<file path="src/rtl/img_rsz_blk_sched_pkg.sv">
// ============================================================================
// Module      : ImgRszPkg
// Description : Shared image geometry, index widths and scheduler state enum.
// Revision    : 1.0
// ============================================================================
`default_nettype none

package ImgRszPkg;

  localparam int RSZ_IMG_WIDTH_SIZE   = 4;
  localparam int RSZ_IMG_HEIGHT_SIZE  = 2;
  localparam int RSZ_IMG_WIDTH_IDX_W  = (RSZ_IMG_WIDTH_SIZE  > 1) ? $clog2(RSZ_IMG_WIDTH_SIZE)  : 1;
  localparam int RSZ_IMG_HEIGHT_IDX_W = (RSZ_IMG_HEIGHT_SIZE > 1) ? $clog2(RSZ_IMG_HEIGHT_SIZE) : 1;
  localparam int RSZ_IMG_BLK_NUM      = RSZ_IMG_WIDTH_SIZE * RSZ_IMG_HEIGHT_SIZE;

  typedef enum logic [1:0] {
    ST_IDLE  = 2'd0,
    ST_DISP  = 2'd1,
    ST_DRAIN = 2'd2,
    ST_DONE  = 2'd3
  } schedState_t;

endpackage

`default_nettype wire

</file>
<file path="src/rtl/img_rsz_blk_map.sv">
// ============================================================================
// Module      : img_rsz_blk_map
// Description : Executed-block bitmap; bit [y*W+x]. Set wins over clear.
// Revision    : 1.0
// ============================================================================
`default_nettype none

module img_rsz_blk_map
  import ImgRszPkg::*;
(
  input  logic                            Clk,
  input  logic                            Rst,
  input  logic                            setVld,
  input  logic [RSZ_IMG_WIDTH_IDX_W-1:0]  setX,
  input  logic [RSZ_IMG_HEIGHT_IDX_W-1:0] setY,
  input  logic                            clrVld,
  input  logic [RSZ_IMG_WIDTH_SIZE-1:0]   clrXMsk,
  input  logic [RSZ_IMG_HEIGHT_SIZE-1:0]  clrYMsk,
  output logic [RSZ_IMG_BLK_NUM-1:0]      blkMap
);

  for (genvar gy = 0; gy < RSZ_IMG_HEIGHT_SIZE; gy++) begin : g_row
    for (genvar gx = 0; gx < RSZ_IMG_WIDTH_SIZE; gx++) begin : g_col
      logic r_bit;
      logic w_set;
      logic w_clr;

      assign w_set = setVld && (setX == RSZ_IMG_WIDTH_IDX_W'(gx)) &&
                     (setY == RSZ_IMG_HEIGHT_IDX_W'(gy));
      assign w_clr = clrVld && clrXMsk[gx] && clrYMsk[gy];

      always_ff @(posedge Clk) begin
        if (Rst)        r_bit <= 1'b0;
        else if (w_set) r_bit <= 1'b1;
        else if (w_clr) r_bit <= 1'b0;
      end

      assign blkMap[gy*RSZ_IMG_WIDTH_SIZE + gx] = r_bit;
    end
  end

endmodule

`default_nettype wire

</file>
<file path="src/rtl/img_rsz_blk_sched.sv">
// ============================================================================
// Module      : img_rsz_blk_sched
// Description : Raster-order block dispatcher with outstanding-count limit and
//               executed-block tracking. Optional: IMG_RSZ_SCHED_ERR_EN.
// Revision    : 1.0
// ============================================================================
`default_nettype none

module img_rsz_blk_sched
  import ImgRszPkg::*;
#(
  parameter int MAX_OUTSTD = 2
) (
  input  logic                            Clk,
  input  logic                            Rst,
  input  logic                            FrmStart,
  output logic [RSZ_IMG_WIDTH_IDX_W-1:0]  BlkDispX,
  output logic [RSZ_IMG_HEIGHT_IDX_W-1:0] BlkDispY,
  output logic                            BlkDispVld,
  input  logic                            BlkDispRdy,
  input  logic [RSZ_IMG_WIDTH_IDX_W-1:0]  BlkDoneX,
  input  logic [RSZ_IMG_HEIGHT_IDX_W-1:0] BlkDoneY,
  input  logic                            BlkDoneVld,
  output logic [RSZ_IMG_BLK_NUM-1:0]      BlkIsExec,
  input  logic [RSZ_IMG_WIDTH_SIZE-1:0]   FlushBlkXMsk,
  input  logic [RSZ_IMG_HEIGHT_SIZE-1:0]  FlushBlkYMsk,
  input  logic                            FlushVld,
  output logic                            Busy,
  output logic                            FrmDone,
  output logic                            SchedErr
);

  localparam int OUTSTD_W = $clog2(MAX_OUTSTD + 1);

  schedState_t                     r_state;
  schedState_t                     w_stateNxt;
  logic [RSZ_IMG_WIDTH_IDX_W-1:0]  r_dispX;
  logic [RSZ_IMG_HEIGHT_IDX_W-1:0] r_dispY;
  logic [OUTSTD_W-1:0]             r_outstd;
  logic                            w_dispHs;
  logic                            w_lastBlk;
  logic                            w_lastCol;

  assign BlkDispVld = (r_state == ST_DISP) && (r_outstd < OUTSTD_W'(MAX_OUTSTD));
  assign BlkDispX   = r_dispX;
  assign BlkDispY   = r_dispY;
  assign Busy       = (r_state != ST_IDLE);
  assign FrmDone    = (r_state == ST_DONE);
  assign w_dispHs   = BlkDispVld && BlkDispRdy;
  assign w_lastCol  = (r_dispX == RSZ_IMG_WIDTH_IDX_W'(RSZ_IMG_WIDTH_SIZE - 1));
  assign w_lastBlk  = w_lastCol && (r_dispY == RSZ_IMG_HEIGHT_IDX_W'(RSZ_IMG_HEIGHT_SIZE - 1));

  always_ff @(posedge Clk) begin
    if (Rst) r_state <= ST_IDLE;
    else     r_state <= w_stateNxt;
  end

  always_comb begin
    w_stateNxt = r_state;
    case (r_state)
      ST_IDLE:  if (FrmStart) w_stateNxt = ST_DISP;
      ST_DISP:  if (w_dispHs && w_lastBlk) w_stateNxt = ST_DRAIN;
      ST_DRAIN: if ((r_outstd == '0) && (BlkIsExec == '0)) w_stateNxt = ST_DONE;
      ST_DONE:  w_stateNxt = ST_IDLE;
      default:  w_stateNxt = ST_IDLE;
    endcase
  end

  always_ff @(posedge Clk) begin
    if (Rst || ((r_state == ST_IDLE) && FrmStart)) begin
      r_dispX <= '0;
      r_dispY <= '0;
    end else if (w_dispHs) begin
      if (w_lastCol) begin
        r_dispX <= '0;
        r_dispY <= r_dispY + RSZ_IMG_HEIGHT_IDX_W'(1);
      end else begin
        r_dispX <= r_dispX + RSZ_IMG_WIDTH_IDX_W'(1);
      end
    end
  end

  // Dispatch is gated by the limit, so increment never wraps; decrement saturates at 0.
  always_ff @(posedge Clk) begin
    if (Rst)                                          r_outstd <= '0;
    else if (w_dispHs && !BlkDoneVld)                 r_outstd <= r_outstd + OUTSTD_W'(1);
    else if (!w_dispHs && BlkDoneVld && (r_outstd != '0)) r_outstd <= r_outstd - OUTSTD_W'(1);
  end

  img_rsz_blk_map u_blkMap (
    .Clk     (Clk),
    .Rst     (Rst),
    .setVld  (BlkDoneVld),
    .setX    (BlkDoneX),
    .setY    (BlkDoneY),
    .clrVld  (FlushVld),
    .clrXMsk (FlushBlkXMsk),
    .clrYMsk (FlushBlkYMsk),
    .blkMap  (BlkIsExec)
  );

`ifdef IMG_RSZ_SCHED_ERR_EN
  logic r_schedErr;
  logic w_doneHit;

  assign w_doneHit = BlkIsExec[int'(BlkDoneY) * RSZ_IMG_WIDTH_SIZE + int'(BlkDoneX)] &&
                     !(FlushVld && FlushBlkXMsk[BlkDoneX] && FlushBlkYMsk[BlkDoneY]);

  always_ff @(posedge Clk) begin
    if (Rst)                                             r_schedErr <= 1'b0;
    else if (BlkDoneVld && ((r_outstd == '0) || w_doneHit)) r_schedErr <= 1'b1;
  end

  assign SchedErr = r_schedErr;
`else
  assign SchedErr = 1'b0;
`endif

endmodule

`default_nettype wire

</file>
<file path="config.mk">
export PLATFORM = sky130hd
export DESIGN_NAME = img_rsz_blk_sched
export DESIGN_NICKNAME = d
export VERILOG_FILES = /design/src/rtl/img_rsz_blk_sched_pkg.sv /design/src/rtl/img_rsz_blk_map.sv /design/src/rtl/img_rsz_blk_sched.sv
export SDC_FILE = /design/constraint.sdc
export NUM_CORES = 1
export LEC_CHECK = 0
export ABC_AREA = 1
export CAP_MARGIN = 30
export CORE_MARGIN = 3
export CORE_UTILIZATION = 42
export CTS_BUF_LIST = sky130_fd_sc_hd__clkbuf_4
export CTS_CLUSTER_DIAMETER = 30
export DETAILED_ROUTE_END_ITERATION = 10
export GPL_ROUTABILITY_DRIVEN = 0
export GPL_TIMING_DRIVEN = 0
export HOLD_SLACK_MARGIN = 0.15
export PLACE_DENSITY_LB_ADDON = 0.12
export SYNTH_ARGS = -nofsm -noshare
export SYNTH_HDL_FRONTEND = slang
export SYNTH_SLANG_ARGS = --single-unit
export TNS_END_PERCENT = 30
</file>
<file path="constraint.sdc">
create_clock -name Clk -period 1.22 [get_ports Clk]
set_input_delay 0.244 -clock Clk [delete_from_list [all_inputs] [get_ports Clk]]
set_output_delay 0.244 -clock Clk [all_outputs]
set_load 0.05 [all_outputs]
</file>
* Yosys cells after proc, flatten, opt, wreduce, memory -nomap -nowiden *
Index checks and enable logic that the tools add are counted.

operators by class
  add/sub/neg operators = 4
  multiply operators = 0
  divide/modulo/power cells = 0
  order comparisons = 1
  eq/ne operators = 10
  shift operators = 0
  mux-type cells = 23
  bitwise logic cells = 1
  reductions and logical operators = 53

operators by type and width
  kind                                                                 count
  1-bit logical AND                                                    33
  2-bit nonzero test                                                   11
  1-bit 2-to-1 mux                                                     16
  2-bit 2-to-1 mux                                                     6
  2-bit == test (second input constant)                                5
  8-bit zero test                                                      1
  2-bit case mux with 4 select lines                                   1
  2-bit zero test                                                      3
  2-bit by 1-bit adder with 2-bit output (second input constant)       2
  2-bit by 1-bit == test with 1-bit output (second input constant)     2
  2-bit != test (second input constant)                                2
  3-bit AND reduction                                                  1
  1-bit zero test                                                      2
  2-bit less-than comparator (second input constant)                   1
  2-bit by 1-bit != test with 1-bit output (second input constant)     1
  2-bit AND reduction                                                  1
  2-bit by 1-bit subtractor with 2-bit output (second input constant)  1
  1-bit adder (second input constant)                                  1
  1-bit logical OR                                                     1
  1-bit inverter                                                       1

storage, ports and cells
  flip-flop bits (word level) = 15
  bits in latches = 0
  memory bits (writable) = 0
  bits in read-only memories = 0
  output and inout bits = 15
  word-level logic and storage cells = 104
  memories kept = 0

* Depth between registers and ports, before layout *
  word-level depth = 8
  gate-level depth with buffers = 10
  mapped depth without buffers = 10

* Cells and area by module *
From an unflattened synthesis, not the netlist that was laid out.

unflattened totals
  cell total of the unflattened synthesis = 123
  area, all modules = 890.9 µm²

by module, submodules not included
  module             times used  cells an instance  area each (µm²)
  img_rsz_blk_sched  1           68                 484.2
  img_rsz_blk_map    1           55                 406.6

* Worst setup path after synthesis *
OpenSTA, ideal clock, no wires.

  path type = register to register
  start = reg r_dispX[0], in the netlist BlkDispX[0]
  end = reg r_state[1]
  setup time = 0.115 ns
  arrival time = 1.476 ns
  required time = 1.105 ns
  setup slack = -0.371 ns
  stages on the path, launching flop included = 9
  path buffers = 0
  period minus slack after synthesis = 1.591 ns
  path through = dfxtp_1 -> ha_1 -> nand2_1 -> inv_1 -> nand3_2 -> a21oi_2 -> nand3_1 -> nand2_1 -> nor2_1

on the way
  word-level cells in the longest chain between the ends = 5

RTL lines
  what                                                line                     text
  start, declared                                     img_rsz_blk_sched.sv:37  logic [RSZ_IMG_WIDTH_IDX_W-1:0] r_dispX;
  start signal, assigned                              img_rsz_blk_sched.sv:78  r_dispX <= r_dispX + RSZ_IMG_WIDTH_IDX_W'(1);
  2-bit == test                                       img_rsz_blk_sched.sv:50  assign w_lastCol = (r_dispX == RSZ_IMG_WIDTH_IDX_W'(RSZ_IMG_WIDTH_SIZE - 1));
  1-bit logical AND                                   img_rsz_blk_sched.sv:51  assign w_lastBlk = w_lastCol && (r_dispY == RSZ_IMG_HEIGHT_IDX_W'(RSZ_IMG_HEIGHT_SIZE - 1));
  1-bit logical AND                                   img_rsz_blk_sched.sv:62  ST_DISP: if (w_dispHs && w_lastBlk) w_stateNxt = ST_DRAIN;
  2-bit by 1-bit != test with 1-bit output (no line)  --
  3-bit AND reduction (no line)                       --
  end signal, assigned                                img_rsz_blk_sched.sv:55  else r_state <= w_stateNxt;
  end, declared                                       img_rsz_blk_sched.sv:35  schedState_t r_state;

No other way between the ends.
A chain may end at the register's enable or synchronous reset.

* Worst setup path in the final report *
  start = reg r_state[1]
  end = out BlkDispVld

on the way
  word-level cells in the longest chain between the ends = 2

RTL lines
  what                                      line                     text
  2-bit by 1-bit == test with 1-bit output  img_rsz_blk_sched.sv:44  assign BlkDispVld = (r_state == ST_DISP) && (r_outstd < OUTSTD_W'(MAX_OUTSTD));
  1-bit logical AND                         img_rsz_blk_sched.sv:44
  end, declared                             img_rsz_blk_sched.sv:19  output logic BlkDispVld,

No other way between the ends.

==> reports/qor.json <==
{
  "outcome": {"value": "complete, but fails checks"},
  "violations": {"value": "negative setup slack"},
  "post-route-worst-setup-slack": {"value": -0.200, "unit": "ns"},
  "worstPathMaxFanout": {"value": 3},
  "netlist_area": {"value": 910, "unit": "sq um"},
  "crit_path_end_kind": {"value": "primary output"},
  "via_count": {"value": 934},
  "synthSimpleGateAreaFrac": {"value": 0.322},
  "drt_first_iter_violations": {"value": 7},
  "clock-root-buffer": {"value": "clkbuf_4"},
  "layout_commonest_cell": {"value": "buf_4"},
  "setup-violations-final": {"value": 10},
  "design_area": {"value": 1330, "unit": "sq um"},
  "vdd.ir_drop.worst": {"value": 0.00130, "unit": "V"},
  "finalHoldViolCount": {"value": 0},
  "postSynthNetCount": {"value": 144},
  "max_freq": {"value": 704, "unit": "MHz"},
  "postRouteAntennaNets": {"value": 0},
  "reg2reg_to": {"value": "r_outstd[0]"},
  "period_needed": {"value": 1.42, "unit": "ns"},
  "rr_startpoint": {"value": "r_state[1]"},
  "remaining_drc_errors": {"value": 0},
  "worst_hold_endpoint": {"value": "r_outstd[1]"},
  "largest_net_degree_at_the_start_of_global_routing": {"value": 11},
  "cts_buffers": {"value": 3},
  "maxCapViolCount": {"value": 0},
  "yosys.area_share.adder": {"value": 0.0688},
  "global_route_wire_length_before_repair": {"value": 3.44, "unit": "mm"},
  "synth_top_family_by_area": {"value": "simple AND/OR/NAND/NOR gates"},
  "row_count": {"value": 16},
  "synth_warnings": {"value": 0},
  "die-height": {"value": 52.5, "unit": "microns"},
  "start_to_end_type_of_the_worst_setup_path": {"value": "reg2out"},
  "post_drt_via_cell_ratio": {"value": 4.99},
  "num-fill-cells": {"value": 179},
  "core": {"value": 2000, "unit": "sq um"},
  "die_width": {"value": 52.5, "unit": "microns"},
  "synth_to_layout_area_growth": {"value": 46.6, "unit": "%"},
  "clock_tree_from_tritoncts": {"value": "yes"},
  "grt_antenna_before_repair": {"value": 0},
  "setup_skew": {"value": 0.00280, "unit": "ns"},
  "critPathArrivalTime": {"value": 1.18, "unit": "ns"},
  "synth-seq-cells": {"value": 15},
  "hold-worst-slack": {"value": 0.256, "unit": "ns"},
  "cp-start-kind": {"value": "flop"},
  "die_area": {"value": 2760, "unit": "sq um"},
  "post_cts_hold_buffer_count": {"value": 0},
  "unrepaired_setup_endpoints_after_global_routing": {"value": "true"},
  "clock-sinks": {"value": 15},
  "number_of_distinct_library_cell_variants_in_the_gate_level_netlist_after_synthesis": {"value": 22},
  "first_global_vias": {"value": 841},
  "post_synthesis_cell_count": {"value": 124},
  "i_o_pin_total": {"value": 30},
  "whs_path_depth": {"value": 2},
  "final_layout_size_suffix_gt1_frac": {"value": 0.425},
  "required": {"value": 0.98, "unit": "ns"},
  "most-common-layout-cells": {"value": "buf_4 (23), nand2_1 (22), nand3_1 (12), a21oi_1 (12), clkdlybuf4s50_1 (11)"},
  "hold_start": {"value": "Rst"},
  "globalRouteTotalUtil": {"value": 0.170},
  "timing.reg2reg.setup_slack": {"value": -0.15, "unit": "ns"},
  "power.static_leakage": {"value": 0.606, "unit": "nW"},
  "drtPass1Iterations": {"value": 4},
  "diodes": {"value": 0},
  "post_synthesis_xor_xnor_area_fraction": {"value": 0},
  "synthMuxAreaShare": {"value": 0},
  "port_buffers": {"value": 25},
  "place_hpwl": {"value": 1.62, "unit": "mm"},
  "globalRoute.totalOverflow": {"value": 0},
  "power_density": {"value": 1650, "unit": "nW/um^2"},
  "synth-compound-area-share": {"value": 0.127},
  "route.detailed.wl_per_inst": {"value": 11.9, "unit": "microns"},
  "yosysSeqAreaShare": {"value": 0.330},
  "cts-htree-levels": {"value": 1},
  "worst_hold_path_type": {"value": "in2reg"},
  "final_nets": {"value": 181},
  "clock_insertion_delay_worst_skew": {"value": 0.28, "unit": "ns"},
  "slew_violations": {"value": 0},
  "syn-mean-instance-area": {"value": 7.34, "unit": "sq um"},
  "place_ws": {"value": -0.613, "unit": "ns"},
  "cts_max_path_buffers": {"value": 2},
  "path_clk_slew": {"value": 0.09, "unit": "ns"},
  "placed_cell_area": {"value": 1210, "unit": "sq um"},
  "start_util": {"value": 0.454},
  "r2r.worst_path.cells": {"value": 11},
  "postRouteWirelength": {"value": 2.23, "unit": "mm"},
  "min_period_over_period": {"value": 1.16}
}
-- how the worst max path moves through the flow --
| stage | start | end | slack [ns] | cells after the start |
|---|---|---|---|---|
| 3_3_place_gp | r_state[0] | Busy | -0.58 | 4 |
| 3_5_place_dp | r_state[0] | Busy | -0.61 | 4 |
| 5_1_grt | r_state[1] | BlkDispVld | -0.26 | 5 |
| 6_report | r_state[1] | BlkDispVld | -0.20 | 5 |
| 2_1_floorplan | r_state[1] | r_state[1] | -0.26 | 9 |
| 4_1_cts | r_state[1] | BlkDispVld | -0.21 | 5 |
-- cell families (layout without fill, tap and decap cells) --
| group | Yosys count | in the layout |
|---|---|---|
| other | 1 | 1 |
| flip-flops | 15 | 15 |
| AO/OA/AOI/OAI | 18 | 18 |
| adder cells (fa/ha/maj) | 5 | 5 |
| buffers and inverters | 26 | 62 |
| AND/OR/NAND/NOR | 59 | 59 |
-- critical path, cell delays in order, from the launching register on --
cell and delay [ns]:
dfxtp_2 0.35, inv_4 0.07, ha_4 0.14, inv_2 0.04
nor2_4 0.14, buf_8 0.16
-- metal layers --
layer,GRT usage,share of wire,vias to the layer above
met1,0.205,0.42,423
met4,0.0383,0.017,0
li1,-,-,475
met3,0.0598,0.056,4
met5,0,0,-
met2,0.285,0.51,32
-- what timing repair did --
| item | CTS | global route |
|---|---|---|
| setup buffers | 3 | 4 |
| setup endpoints to repair | 18 | 17 |
| pin swaps | 5 | 2 |
| gates resized for setup | 79 | 14 |
-- metrics by stage --
| stage | total power, mW | cells | utilization | TNS, ns |
|---|---|---|---|---|
| 2_1_floorplan | 1.31 | 124 | - | -1.21 |
| 3_3_place_gp | 1.53 | 176 | 0.607 | -4.32 |
| 3_5_place_dp | 1.55 | 176 | 0.607 | -4.44 |
| 4_1_cts | 1.99 | 183 | 0.633 | -0.838 |
| 5_1_grt | 2.34 | 187 | 0.666 | -1.88 |
| 6_report | 2.20 | 187 | 0.666 | -1.13 |
-- synth_stat cells --
cell	n	area, sq um
nand2_4	2	22.5
buf_4	9	67.6
ha_1	5	62.6
nor2_1	9	33.8
dfxtp_1	15	300
conb_1	1	3.75
o21ai_2	1	8.76
nand3_1	13	65.1
buf_2	2	10.0
nand3_2	1	10.0
o21bai_2	1	11.3
inv_1	12	45.0
a21oi_1	12	60.1
clkbuf_1	1	3.75
nor3_1	1	5.00
nor2_4	1	11.3
nand2_2	2	12.5
nand2_1	22	82.6
nand4_1	8	50.1
a21oi_2	4	35.0
clkinv_2	1	5.00
inv_2	1	3.75
-- state kept, by name (all words and copies together), names as in the netlist --
register                    flops
BlkDispX                        2
u_blkMap.g_row.g_col.r_bit      8
r_state                         2
BlkDispY                        1
r_outstd                        2
-- layout make-up --
cell class                      count  area (sq um)  area share
Timing Repair Buffer               32           283       0.212
Tap cell                           27          33.8      0.0253
Buffer                             12          81.3      0.0610
Clock buffer                        4          30.0      0.0225
Multi-Input combinational cell     83           524       0.393
Sequential cell                    15           315       0.236
Inverter                           14          66.3      0.0497
-- power breakdown --
group / internal, mW / switching (mW)
combinational: 0.571 / 0.708
sequential: 0.556 / 0.0672
clock: 0.149 / 0.153
(Power assumes the default switching activity.)
